**config.mk**
```make
export PLATFORM = sky130hd
export DESIGN_NAME = mem_port_arbiter_flat
export DESIGN_NICKNAME = d
export VERILOG_FILES = /design/src/rtl/mem_port_arbiter_pkg.sv /design/src/rtl/mem_port_arbiter_if.sv /design/src/rtl/mem_port_arbiter_perf.sv /design/src/rtl/mem_port_arbiter.sv /design/src/flat_wrapper.sv
export SDC_FILE = /design/constraint.sdc
export NUM_CORES = 1
export LEC_CHECK = 0
export CAP_MARGIN = 20
export CORE_AREA = 2 2 194 196
export CTS_CLUSTER_DIAMETER = 50
export DETAILED_ROUTE_END_ITERATION = 7
export DIE_AREA = 0 0 196 198
export HOLD_SLACK_MARGIN = 0.15
export MAX_ROUTING_LAYER = met4
export SYNTH_ARGS = -nofsm -noshare
export SYNTH_HDL_FRONTEND = slang
export SYNTH_HIERARCHICAL = 1
export SYNTH_SLANG_ARGS = --single-unit
```
**constraint.sdc**
```tcl
create_clock -name clk -period 11.7 [get_ports clk]
set_clock_uncertainty 0.2 [all_clocks]
set_input_delay 1.755 -clock clk [delete_from_list [all_inputs] [get_ports clk]]
set_output_delay 1.755 -clock clk [all_outputs]
set_load 0.01 [all_outputs]
```
**src/rtl/mem_port_arbiter_pkg.sv**
```systemverilog
// tinker_mem_pkg: shared types and constants for the unified memory port
// arbiter and its neighbours in tinker_core.
package tinker_mem_pkg;

    typedef enum logic [1:0] {
        IDLE,
        ISSUE,
        WAIT,
        RESP
    } arb_state_t;

    typedef enum logic {
        OWN_IF,
        OWN_D
    } owner_t;

    localparam logic [63:0] RESET_PC = 64'h2000;
    localparam int unsigned MEM_SIZE = 524288;

endpackage

```
**src/rtl/mem_port_arbiter_if.sv**
```systemverilog
// mem_port_arbiter_if: fetch, data and memory-side signals of the arbiter.
// slave is the arbiter's view; master is the requester/memory side.
interface mem_port_arbiter_if #(
    parameter int ADDR_W = 64
);
    logic              if_valid;
    logic [ADDR_W-1:0] if_addr;
    logic              if_ready;
    logic              if_resp_valid;
    logic [31:0]       if_rdata;

    logic              d_valid;
    logic              d_we;
    logic [ADDR_W-1:0] d_addr;
    logic [63:0]       d_wdata;
    logic              d_ready;
    logic              d_resp_valid;
    logic [63:0]       d_rdata;

    logic              mem_req;
    logic              mem_we;
    logic [ADDR_W-1:0] mem_addr;
    logic [63:0]       mem_wdata;
    logic [63:0]       mem_rdata;

    modport slave (
        input  if_valid, if_addr,
        output if_ready, if_resp_valid, if_rdata,
        input  d_valid, d_we, d_addr, d_wdata,
        output d_ready, d_resp_valid, d_rdata,
        output mem_req, mem_we, mem_addr, mem_wdata,
        input  mem_rdata
    );

    modport master (
        output if_valid, if_addr,
        input  if_ready, if_resp_valid, if_rdata,
        output d_valid, d_we, d_addr, d_wdata,
        input  d_ready, d_resp_valid, d_rdata,
        input  mem_req, mem_we, mem_addr, mem_wdata,
        output mem_rdata
    );

endinterface

```
**src/rtl/mem_port_arbiter_perf.sv**
```systemverilog
// mem_arb_perf: saturating grant and fetch-stall counters for the memory
// port arbiter; only instantiated when MEM_ARB_PERF_EN is defined.
module mem_arb_perf (
    input  logic        clk,
    input  logic        reset,
    input  logic        if_valid,
    input  logic        if_hs,
    input  logic        d_hs,
    output logic [31:0] perf_if_grants,
    output logic [31:0] perf_d_grants,
    output logic [31:0] perf_if_stall
);

    // Count grants and fetch stall cycles, sticking at all-ones.
    always_ff @(posedge clk or posedge reset) begin
        if (reset) begin
            perf_if_grants <= '0;
            perf_d_grants  <= '0;
            perf_if_stall  <= '0;
        end else begin
            if (if_hs && perf_if_grants != '1)
                perf_if_grants <= perf_if_grants + 32'd1;
            if (d_hs && perf_d_grants != '1)
                perf_d_grants <= perf_d_grants + 32'd1;
            if (if_valid && !if_hs && perf_if_stall != '1)
                perf_if_stall <= perf_if_stall + 32'd1;
        end
    end

endmodule

```
**src/rtl/mem_port_arbiter.sv**
```systemverilog
// mem_port_arbiter: blocking fetch/data arbiter for the unified memory,
// data-first with a fetch starvation guard. Option: MEM_ARB_PERF_EN.
module mem_port_arbiter
    import tinker_mem_pkg::*;
#(
    parameter int ADDR_W       = 64,
    parameter int MEM_LAT      = 1,
    parameter int STARVE_LIMIT = 4
) (
    input  logic              clk,
    input  logic              reset,
    mem_port_arbiter_if.slave bus
`ifdef MEM_ARB_PERF_EN
    ,
    output logic [31:0]       perf_if_grants,
    output logic [31:0]       perf_d_grants,
    output logic [31:0]       perf_if_stall
`endif
);

    localparam logic [3:0] LAT   = 4'(MEM_LAT);
    localparam logic [7:0] LIMIT = 8'(STARVE_LIMIT);

    arb_state_t        state_q, state_d;
    owner_t            owner_q;
    logic              we_q;
    logic [ADDR_W-1:0] addr_q;
    logic [63:0]       wdata_q;
    logic [3:0]        lat_q;
    logic [7:0]        starve_q;
    logic [31:0]       if_rdata_q;
    logic [63:0]       d_rdata_q;
    logic              arb;
    logic              if_win;
    logic              if_hs;
    logic              d_hs;
    logic              lat_done;

    assign arb      = (state_q == IDLE) || (state_q == RESP);
    assign if_win   = bus.if_valid &&
                      (!bus.d_valid || starve_q >= LIMIT);
    assign if_hs    = arb && if_win;
    assign d_hs     = arb && bus.d_valid && !if_win;
    assign lat_done = (lat_q == 4'd1);

    assign bus.if_ready  = if_hs;
    assign bus.d_ready   = d_hs;
    assign bus.if_rdata  = if_rdata_q;
    assign bus.d_rdata   = d_rdata_q;
    assign bus.mem_addr  = addr_q;
    assign bus.mem_wdata = wdata_q;

    // State register.
    always_ff @(posedge clk or posedge reset) begin
        if (reset) state_q <= IDLE;
        else       state_q <= state_d;
    end

    // Next state plus the memory strobe and response pulses.
    always_comb begin
        state_d           = state_q;
        bus.mem_req       = 1'b0;
        bus.mem_we        = 1'b0;
        bus.if_resp_valid = 1'b0;
        bus.d_resp_valid  = 1'b0;
        unique case (state_q)
            IDLE: begin
                if (if_hs || d_hs) state_d = ISSUE;
            end
            ISSUE: begin
                bus.mem_req = 1'b1;
                bus.mem_we  = we_q;
                state_d     = WAIT;
            end
            WAIT: begin
                if (lat_done) state_d = RESP;
            end
            RESP: begin
                bus.if_resp_valid = (owner_q == OWN_IF);
                bus.d_resp_valid  = (owner_q == OWN_D);
                state_d = (if_hs || d_hs) ? ISSUE : IDLE;
            end
            default: state_d = IDLE;
        endcase
    end

    // Request latch, latency countdown and response data capture.
    always_ff @(posedge clk or posedge reset) begin
        if (reset) begin
            owner_q    <= OWN_IF;
            we_q       <= 1'b0;
            addr_q     <= '0;
            wdata_q    <= '0;
            lat_q      <= '0;
            if_rdata_q <= '0;
            d_rdata_q  <= '0;
        end else begin
            if (if_hs || d_hs) begin
                owner_q <= if_hs ? OWN_IF : OWN_D;
                we_q    <= d_hs && bus.d_we;
                addr_q  <= if_hs ? bus.if_addr : bus.d_addr;
                wdata_q <= if_hs ? 64'd0 : bus.d_wdata;
            end
            if (state_q == ISSUE)
                lat_q <= LAT;
            else if (state_q == WAIT)
                lat_q <= lat_q - 4'd1;
            if (state_q == WAIT && lat_done) begin
                if (owner_q == OWN_IF)
                    if_rdata_q <= bus.mem_rdata[31:0];
                else if (!we_q)
                    d_rdata_q <= bus.mem_rdata;
            end
        end
    end

    // Fetch starvation counter: grows per lost arbitration, clears on
    // a fetch grant or whenever fetch stops asking.
    always_ff @(posedge clk or posedge reset) begin
        if (reset)
            starve_q <= '0;
        else if (!bus.if_valid || if_hs)
            starve_q <= '0;
        else if (arb && starve_q != 8'hFF)
            starve_q <= starve_q + 8'd1;
    end

`ifdef MEM_ARB_PERF_EN
    mem_arb_perf u_perf (
        .clk            (clk),
        .reset          (reset),
        .if_valid       (bus.if_valid),
        .if_hs          (if_hs),
        .d_hs           (d_hs),
        .perf_if_grants (perf_if_grants),
        .perf_d_grants  (perf_d_grants),
        .perf_if_stall  (perf_if_stall)
    );
`endif

endmodule

```
**src/flat_wrapper.sv**
```systemverilog
// flat-port wrapper written by rule: the top's interface ports become plain ports
module mem_port_arbiter_flat import tinker_mem_pkg::*;
#(
    parameter int ADDR_W       = 64,
    parameter int MEM_LAT      = 1,
    parameter int STARVE_LIMIT = 4
)
  (clk, reset, bus_if_valid, bus_if_addr, bus_if_ready, bus_if_resp_valid, bus_if_rdata, bus_d_valid, bus_d_we, bus_d_addr, bus_d_wdata, bus_d_ready, bus_d_resp_valid, bus_d_rdata, bus_mem_req, bus_mem_we, bus_mem_addr, bus_mem_wdata, bus_mem_rdata);
  mem_port_arbiter_if #(.ADDR_W(ADDR_W)) bus_i ();
  input  logic clk;
  input  logic reset;
  input wire logic [$bits(bus_i.if_valid)-1:0] bus_if_valid;
  input wire logic [$bits(bus_i.if_addr)-1:0] bus_if_addr;
  output wire logic [$bits(bus_i.if_ready)-1:0] bus_if_ready;
  output wire logic [$bits(bus_i.if_resp_valid)-1:0] bus_if_resp_valid;
  output wire logic [$bits(bus_i.if_rdata)-1:0] bus_if_rdata;
  input wire logic [$bits(bus_i.d_valid)-1:0] bus_d_valid;
  input wire logic [$bits(bus_i.d_we)-1:0] bus_d_we;
  input wire logic [$bits(bus_i.d_addr)-1:0] bus_d_addr;
  input wire logic [$bits(bus_i.d_wdata)-1:0] bus_d_wdata;
  output wire logic [$bits(bus_i.d_ready)-1:0] bus_d_ready;
  output wire logic [$bits(bus_i.d_resp_valid)-1:0] bus_d_resp_valid;
  output wire logic [$bits(bus_i.d_rdata)-1:0] bus_d_rdata;
  output wire logic [$bits(bus_i.mem_req)-1:0] bus_mem_req;
  output wire logic [$bits(bus_i.mem_we)-1:0] bus_mem_we;
  output wire logic [$bits(bus_i.mem_addr)-1:0] bus_mem_addr;
  output wire logic [$bits(bus_i.mem_wdata)-1:0] bus_mem_wdata;
  input wire logic [$bits(bus_i.mem_rdata)-1:0] bus_mem_rdata;
  assign bus_i.if_valid = bus_if_valid;
  assign bus_i.if_addr = bus_if_addr;
  assign bus_if_ready = bus_i.if_ready;
  assign bus_if_resp_valid = bus_i.if_resp_valid;
  assign bus_if_rdata = bus_i.if_rdata;
  assign bus_i.d_valid = bus_d_valid;
  assign bus_i.d_we = bus_d_we;
  assign bus_i.d_addr = bus_d_addr;
  assign bus_i.d_wdata = bus_d_wdata;
  assign bus_d_ready = bus_i.d_ready;
  assign bus_d_resp_valid = bus_i.d_resp_valid;
  assign bus_d_rdata = bus_i.d_rdata;
  assign bus_mem_req = bus_i.mem_req;
  assign bus_mem_we = bus_i.mem_we;
  assign bus_mem_addr = bus_i.mem_addr;
  assign bus_mem_wdata = bus_i.mem_wdata;
  assign bus_i.mem_rdata = bus_mem_rdata;
  mem_port_arbiter #(.ADDR_W(ADDR_W), .MEM_LAT(MEM_LAT), .STARVE_LIMIT(STARVE_LIMIT)) u_core (.clk(clk), .reset(reset), .bus(bus_i));
endmodule
```
# Yosys cells after proc, flatten, opt, wreduce, memory -nomap -nowiden
# Cells that the tools add are included.
# totals
register_bits	240
in_bits	261
output_inout_bits	230
word_cells	56
# classes
n_addsub	2
magnitude_cmp	1
eq_ne	7
n_mux	15
bitwise	2
reduce_logical	20
# ops
operator	count
two-way mux 64 bit	2
two-way mux 8 bit	2
adder 8 x 1 -> 8 bit, second input constant	1
>= comparator 8 x 3 -> 1 bit, second input constant	1
two-way mux 4 bit	2
inequality test 8 bit, second input constant	1
case mux 2 bit (4 select lines)	1
logical AND 1 bit	7
two-way mux 1 bit	6
== test 2 bit, second input constant	2
== test 4 x 1 -> 1 bit, second input constant	1
logical OR 1 bit	4
two-way mux 2 bit	2
AND reduction 2 bit	2
nonzero test 2 bit	2
subtractor 4 x 1 -> 4 bit, second input constant	1
logical NOT 1 bit	3
AND reduction 3 bit	1
== test 2 x 1 -> 1 bit, second input constant	1
logical NOT 2 bit	1
inequality test 2 x 1 -> 1 bit, second input constant	1
inequality test 2 bit, second input constant	1
NOT 1 bit	2

# Logic depth before layout (Yosys ltp)
# Gate-level depths: netlist (run 1).
# logic_depth
word_depth	8
depth_mapped	9
mapped_depth_nobuf	6

# Worst setup path after synthesis (run 1)
# OpenSTA, ideal clock, no wires.
# synth_path
kind	input -> output
startpoint	input port bus_d_valid
endpoint	output port bus_if_ready
arrival_ps	2489
required_ps	9745
slack_ps	7256
stages	4
n_path_buf	2
path_cell_list	nor4b_2 -> a21oi_1 -> buf_2 -> buf_2
# synth_via
elab_chain_cells	4
# synth_rtl
item	line	source
start: declaration	flat_wrapper.sv:17	input wire logic [$bits(bus_i.d_valid)-1:0] bus_d_valid;
logical NOT 1 bit	mem_port_arbiter.sv:41	(!bus.d_valid || starve_q >= LIMIT);
logical OR 1 bit	mem_port_arbiter.sv:41	
logical AND 1 bit	mem_port_arbiter.sv:40	assign if_win = bus.if_valid &&
logical AND 1 bit	mem_port_arbiter.sv:42	assign if_hs = arb && if_win;
end: declaration	flat_wrapper.sv:14	output wire logic [$bits(bus_i.if_ready)-1:0] bus_if_ready;
# No other way between the ends.

# Worst setup path in the final report (run 1)
# layout_path
startpoint	input port bus_d_valid
endpoint	output port bus_d_ready
# layout_via
elab_chain_cells	5
elab_cells_between_ends	6
cone_classes	reduce/logical (6)
# layout_rtl
item	line	source
logical NOT 1 bit	mem_port_arbiter.sv:41	
logical OR 1 bit	mem_port_arbiter.sv:41	
logical AND 1 bit	mem_port_arbiter.sv:40	
logical NOT 1 bit	mem_port_arbiter.sv:43	assign d_hs = arb && bus.d_valid && !if_win;
logical AND 1 bit *	mem_port_arbiter.sv:43	
end: declaration	flat_wrapper.sv:21	output wire logic [$bits(bus_i.d_ready)-1:0] bus_d_ready;
# Mark *: on every way between the ends. The rest lies on a longest branch, timed or not.

==> qor.txt, run 1 <==
Async S/R FF share, synth: 100%
cts hold-fix bufs: 0
Final min period: 6.35 ns
Reg power frac: 32.8%
crit end category: output pin
Post-Syn Instances: 716
Syn Nets: 986
final worst setup slack: 5.35 ns
Req. time, crit path: 9.75 ns
vias in the first global route: 7862
PwrDens: 269 nW/um^2
core area: 37000 sq um
drt initial violations: 285
H-Tree Level Count: 2
full die area: 38800 sq um
sequential area share after synthesis: 62.3%
GRT overflow: 0
clock slew seen by the registers of the worst setup and hold paths: 0.05 ns
routability congestion estimate: 0.819
post-route ant nets: 0
clk root buf: clkbuf_16
Worst Path Arrival: 4.40 ns
status: completed
# fillers: 3456
combinational share of power: 44.4%
Tcrit/Tclk final: 54.3%
Port Buffers: 490
Lkg Pwr: 0.00696 uW
Final Hold Viols: 0
multi-input logic area: 3380 sq um
Syn. warnings: 6
Post-route DRC: 0
syn avg cell area: 13.5 sq um
Setup Viol. Count Final: 0
Die H: 198 um
most frequent cells in the layout: 490 x clkdlybuf4s50_1, 240 x dfrtp_1, 95 x mux2_2, 68 x nand2_1, 67 x mux2i_1
CTS tree: built
total power: 4320 uW
Psw: 1410 uW
drt total wl: 30.4 mm
CTS max path bufs: 3
Util after Layout: 43.5%
P_int: 2910 uW
drt wl/cell: 17.9 um
global-route wire length before repair: 46.0 mm
max_cap viols: 0
RSZ-0062 raised after global routing: no
Peak supply drop: 103 uV
Hold Path Class: reg2reg
slew at the pin with the worst max-slew slack: 1.07 ns
Max Fclk: 157 MHz
Seq cells post-synth: 240
post-CTS setup buffers: 0
total number of vias: 7472
Place WS: 5.35 ns
largest net degree at the start of global routing: 121
global-route usage over all layers: 15.6%
clock network power share: 22.8%
initial antenna violation count: 0
Relative slew margins: 28.8%
die width: 196 um
clock sinks: 240
row count: 71
switching share of power: 32.6%
post-DR vias/cell: 4.39
fin. max-slew vios: 0
IO Pins: 491
cts repair resizes: 0
CP Launch Type: input port
Setup TNS: 0 ns
Post-synth EDFFs: 0
FF/Latch Area: 6010 sq um
synth unique cells: 41
Synth Cell Area: 9640 sq um
fraction of layout cells with a size suffix above 1: 13.5%
area delta synth->final: 66.8%
Final #Nets: 1474
WS Path Type: in2out
ANT cells: 0
crit path max fanout: 67
later-pin clock latency in the skew report: 0.50 ns
most common cell after layout, fill and taps aside: clkdlybuf4s50_1
Primary FF master, synth: dfrtp_1
clock buffer count from CTS: 35
Initial Util: 26.1%
TritonRoute pass-1 iters: 4
DPL Wire Length: 21.5 mm
==> per-stage QoR <==
| step | area (sq um) | std cells | hold slack (ns) |
|---|---|---|---|
| CTS | 16100 | 1702 | 0.291 |
| floorplan | 9640 | 716 | 0.271 |
| global placement | 15000 | 1641 | 0.272 |
| global route | 16100 | 1702 | 0.308 |
| detailed placement | 15000 | 1641 | 0.278 |
| finish | 16100 | 1702 | 0.284 |
==> worst max-delay path, cell delays in order <==
cell and delay (ns):
clkdlybuf4s50_1 0.61, nor4b_2 0.40, nand2_1 0.18, a21oi_4 0.17, buf_4 0.58, clkdlybuf4s50_1 0.67
==> worst paths after layout <==
path                                           end  cells after the start  slack (ns)               startpoint
max                                    bus_d_ready                      6        5.35              bus_d_valid
min reg2reg                u_core/bus.if_rdata[25]                      1        0.28  u_core/bus.if_rdata[25]
max in group asynchronous  u_core/bus.mem_addr[56]                      3        8.14                    reset
min                        u_core/bus.if_rdata[25]                      1        0.28  u_core/bus.if_rdata[25]
max reg2reg                u_core/bus.mem_addr[22]                      6        8.52        u_core/state_q[0]
min in group asynchronous   u_core/bus.d_rdata[49]                      2        1.62                    reset
==> area by class of cell <==
type                            instances  area share, %
Sequential cell                       240           37.4
Timing Repair Buffer                  497           30.8
Multi-Input combinational cell        421           21.0
Clock buffer                           44           5.98
Tap cell                              474           3.69
Clock inverter                         17          0.848
Inverter                                9          0.257
==> power groups by stage <==
| stage | logic, uW | registers [uW] | clock network [uW] |
|---|---|---|---|
| detailed placement | 1950 | 1420 | 0 |
| global route | 2060 | 1470 | 1060 |
| CTS | 1950 | 1420 | 1020 |
| floorplan | 752 | 1580 | 0 |
| finish | 1920 | 1420 | 987 |
| global placement | 1920 | 1420 | 0 |
==> state kept, by name, summed over array words and instances (netlist names) <==
name	cells
u_core/we_q	1
u_core/bus.mem_addr	64
u_core/starve_q	8
u_core/bus.mem_wdata	64
u_core/lat_q	4
u_core/bus.if_rdata	32
u_core/state_q	2
u_core/bus.d_rdata	64
u_core/owner_q	1
==> layer usage <==
layer  global-route usage [%]  vias up  share of wire, %  wire length [um]
met5                        -        -                 0                 0
met3                     4.02       47               6.6              2000
met4                     4.94        0               2.3               711
met1                     18.4     3610                41             12500
met2                     26.2      287                50             15200
li1                         -     3528                 -                 -
==> synthesized netlist by cell type, types with 2 or more instances <==
cell	instances	area, sq um
a211oi_1	2	15.0
a21oi_1	7	35.0
a22o_1	65	569
and2_1	2	12.5
and3_1	2	12.5
buf_1	4	15.0
buf_2	18	90.1
buf_4	6	45.0
buf_6	5	56.3
clkbuf_1	12	45.0
dfrtp_1	240	6010
ha_1	9	113
inv_1	9	33.8
mux2_2	95	1070
mux2i_1	67	671
nand2_1	69	259
nand4_1	2	12.5
nor2_1	10	37.5
nor2b_1	2	12.5
nor3_1	2	10.0
o21ai_0	63	315
o21ai_1	5	25.0
or3_1	2	12.5
==> cell families (layout without fill, tap and decap cells) <==
| logic type | count (synthesis) | in the layout | share of synthesized area (%) |
|---|---|---|---|
| adder cells (fa/ha/maj) | 9 | 9 | 1.17 |
| AND/OR/NAND/NOR | 98 | 98 | 4.51 |
| flip-flops | 240 | 240 | 62.3 |
| multiplexers | 163 | 163 | 18.2 |
| buffers and inverters | 55 | 567 | 3.04 |
| XOR/XNOR | 1 | 1 | 0.0909 |
| AO/OA/AOI/OAI | 150 | 150 | 10.7 |
(Power assumes the default switching activity.)
==> run 2, diff against run 1 <==
==> constraint.sdc (replaced) <==
create_clock -name clk -period 5.75 [get_ports clk]
set_clock_uncertainty 0.2 [all_clocks]
set_input_delay 0.8625 -clock clk [delete_from_list [all_inputs] [get_ports clk]]
set_output_delay 0.8625 -clock clk [all_outputs]
set_load 0.01 [all_outputs]
==> run 2 against run 1 <==
Cell count about the same. Via count increased by 0.44%. Register-to-register slack got worse by 5.9 ns. Critical endpoint unchanged. Clock power increased by 120%.
==> qor.txt, run 2 (synthesized netlist as in run 1, its figures left out) <==
largest net degree at the start of global routing: 121 (unchanged)
Max Fclk: 257 MHz
drt wl/cell: 17.5 um (-2.2%)
Peak supply drop: 264 uV (+160%)
max layer used: met4
post-DR vias/cell: 4.41 (+0.50%)
clk root buf: clkbuf_16
Req. time, crit path: 4.69 ns (-5.06 ns)
Setup TNS: 0 ns (unchanged)
most frequent cells in the layout: 490 x clkdlybuf4s50_1, 240 x dfrtp_1, 95 x mux2_2, 68 x nand2_1, 67 x mux2i_1
status: completed
Setup Viol. Count Final: 0 (unchanged)
cell area after layout: 16200 sq um (+0.53%)
Initial Util: 26.1% (unchanged)
post-CTS setup buffers: 0 (unchanged)
crit end category: output pin
Final #Nets: 1474 (unchanged)
Worst Path Arrival: 2.82 ns (-1.58 ns)
Critical Path End: bus_d_ready
CP Launch Type: input port
WS Path Type: in2out
Critical Path Source: bus_d_valid
Lkg Pwr: 0.00699 uW (+0.42%)
cts repair resizes: 0 (unchanged)
worst reg2reg startpoint: u_core/state_q[0]
Relative slew margins: 26.5% (-2.4 points)
most common cell after layout, fill and taps aside: clkdlybuf4s50_1
area delta synth->final: 67.7%
drt total wl: 29.7 mm (-2.2%)
Inst Count DP: 1642 (+0.061%)
R2R Setup Slk: 2.61 ns (-5.91 ns)
post-place instance area: 15000 sq um (+0.19%)
Hold Path Class: reg2reg
global-route wire length before repair: 44.4 mm (-3.5%)
CTS max path bufs: 3 (unchanged)
CTS tree: built
Die H: 198 um (unchanged)
max_cap viols: 0 (unchanged)
cts hold-fix bufs: 0 (unchanged)
# fillers: 3463 (+0.20%)
full die area: 38800 sq um (unchanged)
Tcrit/Tclk final: 67.6%
GRT overflow: 0 (unchanged)
Final Hold Viols: 0 (unchanged)
DR WL met2: 14.6 mm (-3.6%)
TritonRoute pass-1 iters: 4 (unchanged)
clock buffer count from CTS: 34 (-2.9%)
DPL Wire Length: 21.1 mm (-2.1%)
RSZ-0062 raised after global routing: no
post-route ant nets: 0 (unchanged)
H-Tree Level Count: 2 (unchanged)
Final min period: 3.89 ns
worst r2r path cells: 7 (+1)
clock sinks: 240 (unchanged)
post-route met1 wirelength: 12.2 mm (-2.8%)
routability congestion estimate: 0.801 (-2.2%)
Met3 Wirelength: 2.08 mm (+4.2%)
Port Buffers: 490 (unchanged)
core area: 37000 sq um (unchanged)
Post-route DRC: 0 (unchanged)
crit path max fanout: 3 (-96%)
initial antenna violation count: 0 (unchanged)
total number of vias: 7505 (+0.44%)
drt initial violations: 235 (-18%)
die width: 196 um (unchanged)
fraction of layout cells with a size suffix above 1: 13.8% (+0.26 points)
fin. max-slew vios: 0 (unchanged)
PwrDens: 550 nW/um^2 (+100%)
clock slew seen by the registers of the worst setup and hold paths: 0.05 ns (about the same)
later-pin clock latency in the skew report: 0.51 ns (about the same)
slew at the pin with the worst max-slew slack: 1.10 ns (+0.0356 ns)
reg-to-reg endpoint: u_core/bus.mem_addr[19]
Util after Layout: 43.7% (+0.23 points)
IO Pins: 491 (unchanged)
ANT cells: 0 (unchanged)
row count: 71 (unchanged)
vias in the first global route: 7617 (-3.1%)
Final Instance Count excl. Fillers: 1701 (-0.059%)
global-route usage over all layers: 15.1% (-0.51 points)
==> run 2: power breakdown <==
group	leakage [uW]	internal, uW	switching [uW]
sequential	0.00296	2470	411
combinational	0.00348	2220	1660
clock	0.000558	1350	785
total	0.00699	6040	2860
==> run 2: layout make-up <==
class / count / area [sq um] / share of cell area (%)
flip-flops and latches: 240 / 6010 / 37.2
clock inverters: 18 / 216 / 1.34
well taps: 474 / 593 / 3.67
clock buffers: 41 / 938 / 5.81
inverters: 9 / 37.5 / 0.232
multi-input cells: 421 / 3380 / 20.9
repair buffers: 498 / 4990 / 30.9
==> run 2: worst max-delay path, cell delays in order <==
cell,delay [ns]
clkdlybuf4s50_1,0.59
nor4b_2,0.38
nand2_1,0.18
a21oi_4,0.23
clkdlybuf4s50_1,0.58
==> run 2: worst min path at each step <==
stage | cells after the start | end | startpoint | slack (ns)
global route | 1 | u_core/bus.if_rdata[25] | u_core/bus.if_rdata[25] | 0.30
finish | 1 | u_core/bus.if_rdata[25] | u_core/bus.if_rdata[25] | 0.29
detailed placement | 1 | u_core/bus.mem_wdata[58] | u_core/bus.mem_wdata[58] | 0.28
floorplan | 1 | u_core/we_q | u_core/we_q | 0.27
CTS | 1 | u_core/bus.if_rdata[25] | u_core/bus.if_rdata[25] | 0.30
global placement | 1 | u_core/bus.if_rdata[25] | u_core/bus.if_rdata[25] | 0.27
==> run 2: per-stage QoR <==
step                setup WS (ns)  hold WS (ns)  total power (uW)
finish                       1.86         0.287              8900
global route                 1.69         0.303              9430
CTS                          1.77         0.296              9050
detailed placement           1.83         0.280              6860
global placement             1.83         0.269              6790
floorplan                    1.54         0.271              4740
==> run 2: layer usage <==
metal | track usage (%) | vias up
li1 | - | 3541
met3 | 4.05 | 56
met2 | 24.8 | 283
met5 | - | -
met1 | 18.0 | 3625
met4 | 5.11 | 0
